==> config.mk <==
export PLATFORM = sky130hd
export DESIGN_NAME = div_iter
export DESIGN_NICKNAME = d
export VERILOG_FILES = /design/src/rtl/div_iter.sv
export SDC_FILE = /design/constraint.sdc
export NUM_CORES = 1
export LEC_CHECK = 0
export CAP_MARGIN = 25
export CORE_MARGIN = 2
export CORE_UTILIZATION = 50
export DETAILED_ROUTE_END_ITERATION = 10
export PLACE_DENSITY = 0.74
export SKIP_CTS_REPAIR_TIMING = 1
export SLEW_MARGIN = 20
export SYNTH_ARGS = -nofsm -noshare
export SYNTH_HDL_FRONTEND = slang
export SYNTH_SLANG_ARGS = --single-unit
export TNS_END_PERCENT = 10
==> constraint.sdc <==
create_clock -name clk -period 8.7 [get_ports clk]
set_input_delay 2.61 -clock clk [delete_from_list [all_inputs] [get_ports clk]]
set_output_delay 2.61 -clock clk [all_outputs]
set_load 0.02 [all_outputs]
==> src/rtl/div_iter.sv <==
// rtl/div_iter.sv - iterative radix-2^BPC restoring integer divider (DIV/DIVU/REM/REMU)
//
// Purpose: multi-cycle divider for the M-extension path with RISC-V corner-case
// semantics (divide by zero, signed overflow) and optional leading-zero early-out.
// Ports:
//   clk, rst_n              clock, asynchronous active-low reset
//   start, flush            accept request when ready; abort any operation in flight
//   op[1:0]                 00 DIV, 01 DIVU, 10 REM, 11 REMU
//   dividend, divisor       operands, sampled on accept only
//   ready                   high in IDLE
//   valid                   one-cycle pulse when the outputs below are new
//   result                  quotient (op[1]==0) or remainder (op[1]==1)
//   quotient, remainder     both results of the last completed operation
//   div_by_zero, overflow   corner-case flags of the last completed operation
module div_iter #(
  parameter int XLEN      = 32,
  parameter int BPC       = 1,
  parameter bit EARLY_OUT = 1'b1
) (
  input  logic            clk,
  input  logic            rst_n,
  input  logic            start,
  input  logic            flush,
  input  logic [1:0]      op,
  input  logic [XLEN-1:0] dividend,
  input  logic [XLEN-1:0] divisor,
  output logic            ready,
  output logic            valid,
  output logic [XLEN-1:0] result,
  output logic [XLEN-1:0] quotient,
  output logic [XLEN-1:0] remainder,
  output logic            div_by_zero,
  output logic            overflow
);

  localparam int NSTEP = XLEN / BPC;
  localparam int CW    = $clog2(NSTEP + 1);

  if ((XLEN % BPC) != 0 || !(BPC == 1 || BPC == 2 || BPC == 4)) begin : g_bad_cfg
    $error("div_iter: BPC must be 1, 2 or 4 and divide XLEN");
  end

  typedef enum logic [1:0] {S_IDLE, S_PREP, S_DIVIDE, S_FINISH} state_e;

  state_e          state_q, state_d;
  logic [1:0]      op_q, op_d;
  logic [XLEN-1:0] a_q, a_d, b_q, b_d;
  logic            negd_q, negd_d, negs_q, negs_d;
  logic [XLEN-1:0] aq_q, aq_d;          // shifting dividend in, quotient bits in at the bottom
  logic [XLEN:0]   r_q, r_d, bm_q, bm_d;
  logic [CW-1:0]   cnt_q, cnt_d, iter_q, iter_d;
  logic            div0_q, div0_d, ovf_q, ovf_d;
  logic            valid_q, valid_d, dz_q, dz_d, ov_q, ov_d;
  logic [XLEN-1:0] quot_q, quot_d, rem_q, rem_d, res_q, res_d;

  logic [XLEN-1:0] amag, bmag, qfin, rfin;
  logic [XLEN-1:0] aq_t;
  logic [XLEN:0]   r_t, t_t;
  logic            qb;
  int              lz, skip;

  function automatic int clz(input logic [XLEN-1:0] v);
    int n;
    n = XLEN;
    for (int i = 0; i < XLEN; i++) begin
      if (v[i]) n = XLEN - 1 - i;
    end
    return n;
  endfunction

  always_comb begin
    state_d = state_q;
    op_d    = op_q;
    a_d     = a_q;
    b_d     = b_q;
    negd_d  = negd_q;
    negs_d  = negs_q;
    aq_d    = aq_q;
    r_d     = r_q;
    bm_d    = bm_q;
    cnt_d   = cnt_q;
    iter_d  = iter_q;
    div0_d  = div0_q;
    ovf_d   = ovf_q;
    valid_d = 1'b0;
    dz_d    = dz_q;
    ov_d    = ov_q;
    quot_d  = quot_q;
    rem_d   = rem_q;
    res_d   = res_q;
    // Magnitudes fit XLEN bits unsigned: |INT_MIN| = 2^(XLEN-1).
    amag    = negd_q ? (~a_q + 1'b1) : a_q;
    bmag    = negs_q ? (~b_q + 1'b1) : b_q;
    lz      = clz(amag);
    skip    = EARLY_OUT ? (lz / BPC) * BPC : 0;
    qfin    = '0;
    rfin    = '0;
    aq_t    = aq_q;
    r_t     = r_q;
    t_t     = '0;
    qb      = 1'b0;

    case (state_q)
      S_IDLE: begin
        if (start && !flush) begin
          op_d    = op;
          a_d     = dividend;
          b_d     = divisor;
          negd_d  = ~op[0] & dividend[XLEN-1];
          negs_d  = ~op[0] & divisor[XLEN-1];
          state_d = S_PREP;
        end
      end
      S_PREP: begin
        bm_d   = {1'b0, bmag};
        aq_d   = amag << skip;
        r_d    = '0;
        cnt_d  = '0;
        iter_d = CW'((XLEN - skip) / BPC);
        div0_d = (b_q == '0);
        ovf_d  = ~op_q[0] && (a_q == {1'b1, {(XLEN-1){1'b0}}}) && (&b_q);
        if (div0_d || ovf_d || iter_d == '0) state_d = S_FINISH;
        else                                 state_d = S_DIVIDE;
      end
      S_DIVIDE: begin
        // Partial remainder stays below the divisor, so it never goes negative
        // and the top bit of the trial subtraction is a clean borrow flag.
        for (int i = 0; i < BPC; i++) begin
          r_t  = {r_t[XLEN-1:0], aq_t[XLEN-1]};
          t_t  = r_t - bm_q;
          qb   = ~t_t[XLEN];
          if (qb) r_t = t_t;
          aq_t = {aq_t[XLEN-2:0], qb};
        end
        r_d   = r_t;
        aq_d  = aq_t;
        cnt_d = cnt_q + 1'b1;
        if (cnt_d == iter_q) state_d = S_FINISH;
      end
      S_FINISH: begin
        if (div0_q) begin
          qfin = '1;
          rfin = a_q;
        end else if (ovf_q) begin
          qfin = {1'b1, {(XLEN-1){1'b0}}};
          rfin = '0;
        end else begin
          qfin = (negd_q ^ negs_q) ? (~aq_q + 1'b1) : aq_q;
          rfin = negd_q ? (~r_q[XLEN-1:0] + 1'b1) : r_q[XLEN-1:0];
        end
        quot_d  = qfin;
        rem_d   = rfin;
        res_d   = op_q[1] ? rfin : qfin;
        dz_d    = div0_q;
        ov_d    = ovf_q;
        valid_d = 1'b1;
        state_d = S_IDLE;
      end
      default: state_d = S_IDLE;
    endcase

    // Abort: drop the operation and leave the visible outputs untouched.
    if (flush && state_q != S_IDLE) begin
      state_d = S_IDLE;
      valid_d = 1'b0;
      quot_d  = quot_q;
      rem_d   = rem_q;
      res_d   = res_q;
      dz_d    = dz_q;
      ov_d    = ov_q;
    end
  end

  always_ff @(posedge clk or negedge rst_n) begin
    if (!rst_n) begin
      state_q <= S_IDLE;
      op_q    <= '0;
      a_q     <= '0;
      b_q     <= '0;
      negd_q  <= 1'b0;
      negs_q  <= 1'b0;
      aq_q    <= '0;
      r_q     <= '0;
      bm_q    <= '0;
      cnt_q   <= '0;
      iter_q  <= '0;
      div0_q  <= 1'b0;
      ovf_q   <= 1'b0;
      valid_q <= 1'b0;
      dz_q    <= 1'b0;
      ov_q    <= 1'b0;
      quot_q  <= '0;
      rem_q   <= '0;
      res_q   <= '0;
    end else begin
      state_q <= state_d;
      op_q    <= op_d;
      a_q     <= a_d;
      b_q     <= b_d;
      negd_q  <= negd_d;
      negs_q  <= negs_d;
      aq_q    <= aq_d;
      r_q     <= r_d;
      bm_q    <= bm_d;
      cnt_q   <= cnt_d;
      iter_q  <= iter_d;
      div0_q  <= div0_d;
      ovf_q   <= ovf_d;
      valid_q <= valid_d;
      dz_q    <= dz_d;
      ov_q    <= ov_d;
      quot_q  <= quot_d;
      rem_q   <= rem_d;
      res_q   <= res_d;
    end
  end

  assign ready       = (state_q == S_IDLE);
  assign valid       = valid_q;
  assign result      = res_q;
  assign quotient    = quot_q;
  assign remainder   = rem_q;
  assign div_by_zero = dz_q;
  assign overflow    = ov_q;

endmodule

---- After elaboration in Yosys (flattened, before gate mapping) ----
Index checks and enable logic that the tools add are counted.
word-level totals
  flip-flop bits (word level) ............. 279
  bits in latches ......................... 0
  memory bits (writable) .................. 0
  memory bits (read-only) ................. 0
  input port bits ......................... 70
  output and inout port bits .............. 100
  word-level logic and storage cells ...... 113
  memories kept ........................... 0
cells by class
  add/subtract/negate cells ............... 7
  multipliers ............................. 0
  div/mod/pow operators ................... 0
  magnitude comparators ................... 0
  equal/unequal tests ..................... 7
  shifts and indexed selects .............. 1
  muxes and demuxes ....................... 52
  bitwise logic cells ..................... 11
  reductions and logical operators ........ 16
operator list
  cell                   count
  $mux 32                40
  $add 32x1->32 const B  4
  $not 32->32            4
  $pmux 32 s2            2
  $sub 33x32->33         1
  $eq 32x32->1 const B   1
  $logic_not 32->1       1
  $reduce_and 32->1      1
  $shl 32x32->32         1
  $mux 6                 2
  $pmux 6 s2             1
  $pmux 2 s4             1
  $add 6x1->6 const B    1
  $eq 6x6->1             1
  $logic_not 6->1        1
  $mux 2                 3
  $reduce_and 2->1       3
  $sub 6x6->6 const A    1
  $eq 2x2->1 const B     2
  $logic_and 1x1->1      4
  $not 1->1              4
  $reduce_bool 2->1      2
  $mux 1                 3
  $ne 3x1->1 const B     1
  other kinds (7)        9

---- Longest topological paths before layout ----
Gate-level depths: netlist of the first run.
  depth after elaboration ................. 41
  mapped depth ............................ 22
  depth with buffers taken out ............ 16

---- Worst setup path after synthesis of the first run ----
Ideal clock, no wire load.
  kind .................................... flip-flop to flip-flop
  start point ............................. register a_q[0]
  end point ............................... register iter_q[4]
  library setup time ...................... 0.125 ns
  arrival ................................. 4.410 ns
  required time ........................... 8.575 ns
  slack ................................... 4.166 ns
  stages on the path, launching flop included .. 22
  buffers on the path ..................... 6
  period minus slack after synthesis ...... 4.534 ns
  cell sequence ........................... dfrtp_1 -> clkbuf_1 -> inv_1 -> ha_1 -> or3b_2 -> clkbuf_1 -> or4_4 -> buf_6 -> buf_6 -> a211oi_2 -> o21ai_1 -> a41o_1 -> a311o_1 -> o211ai_2 -> nand2_4 -> inv_2 -> buf_4 -> buf_2 -> ha_1 -> and3_1 -> xnor2_1 -> mux2_2
between the ends
  longest elaborated chain between the ends .. 36
ends and longest elaborated chain
  what                      RTL line  text
  start: declaration        47        logic [XLEN-1:0] a_q, a_d, b_q, b_d;
  start signal: assignment  178       a_q <= '0;
  start signal: assignment  198       a_q <= a_d;
  $not 32->32               92        amag = negd_q ? (~a_q + 1'b1) : a_q;
  $add 32x1->32             92
  $mux 32 (*)               92
  $mux 6 (2 in series)      66        if (v[i]) n = XLEN - 1 - i;
  $mux 32 (29 in series)    66
  $mux 32 (*)               66
  $sub 6x6->6 (*)           119       iter_d = CW'((XLEN - skip) / BPC);
  end signal: assignment    206       iter_q <= iter_d;
  end: declaration          51        logic [CW-1:0] cnt_q, cnt_d, iter_q, iter_d;
Mark *: on every way between the ends. The rest lies on a longest branch, timed or not.
A chain may end at the register's enable or synchronous reset.

---- Final worst setup path of the first run ----
Same ends and word-level chain as after synthesis.

==> flow_summary.toml, run 1 <==
[worst_setup_path]
cpMaxStageDelayCell = "or3b_2"
crit_type = "flip-flop to flip-flop"
cpMostUsedCell = "ha_1"
cp-end-kind = "flip-flop"
critPathLaunchType = "flip-flop"
cp_max_fo = 30
r2r_start = "a_q[0]"
crit_arrival_ns = 6.30
slowest_delay_ns = 0.62
required_ns = 9.18
worstPathCellList = "inv_1 > ha_1 > or3b_2 > nor4_2 > a311oi_1 > o211ai_1 > a211oi_2 > or4_1 > o211ai_2 > nand2_4 > inv_2 > ha_1 > and3_1 > xnor2_1 > mux2_2"
cp-startpoint = "a_q[0]"

[floorplanning]
io_pins = 170
fp.dieW_um = 203
dieArea_mm2 = 0.0412
core-area_mm2 = 0.0389
start_util = 0.509
num_rows = 72
die_y_um = 203

[sta]
slew_headroom = 0.269
setup_tns_ns = 0
fmax_ghz = 0.172
worst_pin_slew_ns = 1.09
rsz0062_at_grt = "false"
fin_crit_sh = 0.669
maxSlewViolCount = 0
finalHoldWorstSlack_ns = 0.476
fin_crit_ns = 5.82
setup_viol = 0
hold_viol = 0
skew_ns = 0.0315

[clock_network]
cts_buffers = 31
clockRootBuffer = "clkbuf_16"
htreeDepth = 1
cts_tree = "yes"
path_clk_slew_ns = 0.06
clk_path_buf_depth = 3
clk_latency_ns = 0.60
clkSinkCount = 279

[run_status]
outcome = "complete, no violations"

[cells_and_area]
most-common-layout-cells = "dfrtp_1, nand2_1, a21oi_1"
fin_area_mm2 = 0.0227
layout_commonest_cell = "dfrtp_1"
final_util = 0.582
layout-drive-gt1-share = 0.101
num-nets-final = 2454
antenna-diode-count = 0
syn_to_final_growth_pct = 14.3
fill_cells = 3465

[synthesis]
syn_avg_cell_area_um2 = 8.69
synth_nets = 2395
synth_edf_count = 0
ys_types = 95
synth_area_mm2 = 0.0198
synthArstFlopShare = 1.00
yosysWarnings = 0
ys_seq_area_frac = 0.352
synth-seq-cells = 279
synth_ff_type = "dfrtp_1"
syn_inst = 2280

[place]
gp_congestion = 0.990
io_buffers = 169
hpwlAfterDp_mm = 49.6
place_area_mm2 = 0.0216

[power_and_ir_drop]
fin_total_pwr_mw = 10.0
p_leak_nw = 9.41
vdd_drop_max_mv = 0.261
powerDensity_mw_per_mm2 = 443

[drt]
ant_nets = 0
firstDrtPassIters = 6
vias = 18200
drt-wirelength-per-cell_um = 23.1
routed_wirelength_mm = 66.5
drc = 0
drtIter0Drc = 1867
drt-vias-per-instance = 6.33

[grt]
antenna_found_initial = 1
grt_max_degree = 134
grt_pass1_vias = 17200
grt_pass1_wl_mm = 103
grt_usage = 0.321
gr-total-overflow = 0

[worst_hold_path]
hold_start = "quotient[28]"
hold_path_class = "flip-flop to flip-flop"

[job]
drv_cap = 0
## layout make-up
class	count	area (um2)	share of cell area
multi-input combinational	1736	11700	0.517
sequential	279	6980	0.308
timing repair buffer	194	1900	0.0837
clock buffer	48	950	0.0419
tap	518	648	0.0286
inverter	97	364	0.0161
clock inverter	10	95.1	0.00420
## cells by family after synthesis
kind of cell | share of synthesized area
compound gates | 0.219
xor+xnor | 0.0725
fa+ha+maj | 0.0288
buf+inv | 0.0581
flops | 0.352
mux | 0.105
simple gates | 0.164
## Yosys cell counts, types with 15 or more instances
| cell type | number | area, um2 |
|---|---|---|
| a211oi_1 | 16 | 120 |
| a21o_1 | 20 | 150 |
| a21oi_1 | 193 | 966 |
| a22oi_1 | 37 | 278 |
| a31oi_1 | 19 | 119 |
| and3_1 | 28 | 175 |
| clkbuf_1 | 120 | 450 |
| dfrtp_1 | 279 | 6980 |
| ha_1 | 44 | 551 |
| inv_1 | 94 | 353 |
| mux2_2 | 105 | 1180 |
| mux2i_1 | 81 | 811 |
| nand2_1 | 211 | 792 |
| nand2b_1 | 18 | 113 |
| nand3_1 | 62 | 310 |
| nand4_1 | 20 | 125 |
| nor2_1 | 162 | 608 |
| nor3_1 | 36 | 180 |
| nor4_1 | 27 | 169 |
| o21ai_0 | 166 | 831 |
| o21ai_1 | 18 | 90.1 |
| o22ai_1 | 26 | 163 |
| o2bb2ai_1 | 15 | 131 |
| o31ai_1 | 22 | 165 |
| o41ai_1 | 19 | 166 |
| or4_1 | 16 | 120 |
| xnor2_1 | 92 | 806 |
| xor2_1 | 72 | 631 |
## power breakdown
part | leakage [nW] | internal [mW] | switching [mW] | total, mW
Clock | 0.512 | 0.780 | 0.571 | 1.35
Sequential | 3.51 | 1.81 | 0.781 | 2.59
Combinational | 5.40 | 2.32 | 3.76 | 6.08
## per-stage QoR
| step | setup WS (ns) | instances |
|---|---|---|
| after floorplan | 4.17 | 2280 |
| after global placement | 3.04 | 2821 |
| after detailed placement | 3.03 | 2822 |
| after CTS | 3.02 | 2880 |
| after global routing | 2.60 | 2882 |
| final | 2.88 | 2882 |
## sequential cells by signal, indices dropped and copies added, names as in the netlist, 32 cells and up
name	flops
result	32
aq_q	32
bm_q	32
b_q	32
r_q	32
quotient	32
a_q	32
remainder	32
## layer usage
layer / track usage / vias up / part of all wire
met5: 0 / - / 0
met4: 0.143 / 0 / 0.051
met3: 0.0392 / 169 / 0.073
met2: 0.513 / 900 / 0.46
met1: 0.437 / 8769 / 0.42
li1: - / 8406 / -
## critical path, delay by kind of cell (launching register included)
family / cells / cell delay (ns)
DFF: 1 / 0.55
adders and majority gates: 2 / 0.58
buffers and inverters: 2 / 0.75
muxes: 1 / 0.28
and+or+nand+nor: 5 / 2.17
xor gates and xnor gates: 1 / 0.06
AOI/OAI and AO/OA: 4 / 1.29
## final timing paths
check                                to  slack (ns)  depth (start not counted)
setup reg to reg              iter_q[4]        2.88                         15
hold reg to reg            quotient[28]        0.48                          2
hold / removal             quotient[28]        0.48                          2
min in group asynchronous     iter_q[4]        2.02                          1
max in group asynchronous        negd_q        5.27                          2
setup / recovery              iter_q[4]        2.88                         15
Note: power is estimated with default switching activity, not from simulation.
==> run 2, diff against run 1 <==
clock period = 5.64 ns   (was 8.7 ns; I/O delays follow)
==> run 2 against run 1 <==
  * Worst hold slack improved by 0.0029 ns
  * Wire length is essentially flat
  * Sequential share of layout area shrank 0.52 points
  * Via count is 0.84% higher
  * Worst setup slack worse by 2.6 ns
  * Non-clock buffer count rose by 32
  * Combinational power rose by 61%
  * Design area up 1.7%
  * Sequential power up 47%
  * Global-route usage shrank 0.14 points
  * Die area unchanged
  * Flip-flop and latch count unchanged
  * Critical path type unchanged
  * Critical endpoint unchanged
  * Largest cell class unchanged
==> flow_summary.toml, run 2 (synthesized netlist as in run 1, its figures left out) <==
[cells_and_area]
layout-drive-gt1-share = 0.114
most-common-layout-cells = "dfrtp_1, nand2_1, a21oi_1"
syn_to_final_growth_pct = 16.3
layout_commonest_cell = "dfrtp_1"
antenna-diode-count = 0
num-nets-final = 2485
fin_area_mm2 = 0.0230
stdcell_count = 2911

[grt]
grt_usage = 0.319
grt_pass1_vias = 17700
antenna_found_initial = 2
grt-busiest-layer = "met2"
grt_max_degree = 116
met3_usage = 0.0518
met1_usage = 0.402
grt_pass1_wl_mm = 103
gr-total-overflow = 0
met2_usage = 0.526

[floorplanning]
dieArea_mm2 = 0.0412
start_util = 0.509
fp.dieW_um = 203
die_y_um = 203
num_rows = 72
core-area_mm2 = 0.0389
io_pins = 170

[sta]
hold_viol = 0
setup_viol = 0
worst_pin_slew_ns = 1.07
fin_crit_ns = 5.37
skew_ns = 0.0182
layout_setup_ws_ns = 0.267
rsz0062_at_grt = "false"
fin_crit_sh = 0.953
setup_tns_ns = 0
slew_headroom = 0.288
fmax_ghz = 0.186
maxSlewViolCount = 0

[place]
dp_cells = 2856
gp_congestion = 0.983
hpwlAfterDp_mm = 50.1
post-place-ws_ns = 0.390
place_area_mm2 = 0.0219
io_buffers = 169

[power_and_ir_drop]
powerDensity_mw_per_mm2 = 690
vdd_drop_max_mv = 0.380
p_leak_nw = 9.64
fin_total_pwr_mw = 15.9

[clock_network]
htreeDepth = 1
clockRootBuffer = "clkbuf_16"
clkSinkCount = 279
cts_buffers = 30
cts_tree = "yes"
clk_latency_ns = 0.61
path_clk_slew_ns = 0.06
clk_path_buf_depth = 3

[worst_setup_path]
required_ns = 6.12
crit_arrival_ns = 5.86
cpMaxStageDelayCell = "or3b_2"
slowest_delay_ns = 0.61
crit_type = "flip-flop to flip-flop"
critPathTopFamily = "simple AND/OR/NAND/NOR gates"
path_buf_inv = 3
cp_max_fo = 29
cp-end-kind = "flip-flop"
critPathLaunchType = "flip-flop"
worstPathCellList = "inv_1 > ha_1 > or3b_2 > nor4_2 > buf_12 > a21oi_1 > and4b_1 > a211oi_2 > or4_1 > o211ai_2 > nand2_4 > inv_2 > ha_1 > and3_1 > xnor2_1 > mux2_2"
cpMostUsedCell = "ha_1"

[run_status]
outcome = "complete, no violations"

[drt]
routed_wirelength_mm = 66.5
firstDrtPassIters = 5
ant_nets = 0
drt-wirelength-per-cell_um = 22.8
vias = 18400
drc = 0
drtIter0Drc = 1915
drt-vias-per-instance = 6.32

[job]
drv_cap = 0

[worst_hold_path]
hold_path_class = "flip-flop to flip-flop"
[run 2: final timing paths]
check	startpoint	to	slack [ns]	cells past startpoint
worst max-delay path	a_q[1]	iter_q[4]	0.27	16
worst min-delay path	overflow	overflow	0.48	2
worst max register to register	a_q[1]	iter_q[4]	0.27	16
worst min register to register	overflow	overflow	0.48	2
max in group asynchronous	rst_n	negd_q	3.30	2
min in group asynchronous	rst_n	cnt_q[1]	1.08	1
[run 2: routing by layer]
metal  vias to the layer above  part of all wire
met3                       217             0.077
met4                         2             0.062
li1                       8468                 -
met5                         -           0.00024
met2                       875              0.46
met1                      8836              0.40
[run 2: layout make-up]
type / count / area, um2
timing repair buffer: 226 / 2170
sequential: 279 / 6980
inverter: 97 / 364
clock inverter: 16 / 297
tap: 518 / 648
clock buffer: 39 / 865
multi-input combinational: 1736 / 11700
fill: 3412 / 15900
[run 2: power by group]
group	switching [mW]	internal (mW)	leakage [nW]
Sequential	1.03	2.80	3.51
Combinational	6.04	3.72	5.56
Clock	0.898	1.41	0.569
Total	7.97	7.92	9.64
[run 2: tightest hold or removal path, stage by stage, from the launching register on]
cell and delay [ns]:
dfrtp_1 0.34, nand2_1 0.05, o21ai_0 0.06
[run 2: metrics by stage]
step / utilization / hold WS [ns]
after floorplan: - / 0.470
after global placement: 0.562 / 0.463
after detailed placement: 0.562 / 0.470
after CTS: 0.592 / 0.484
after global routing: 0.592 / 0.497
final: 0.592 / 0.479
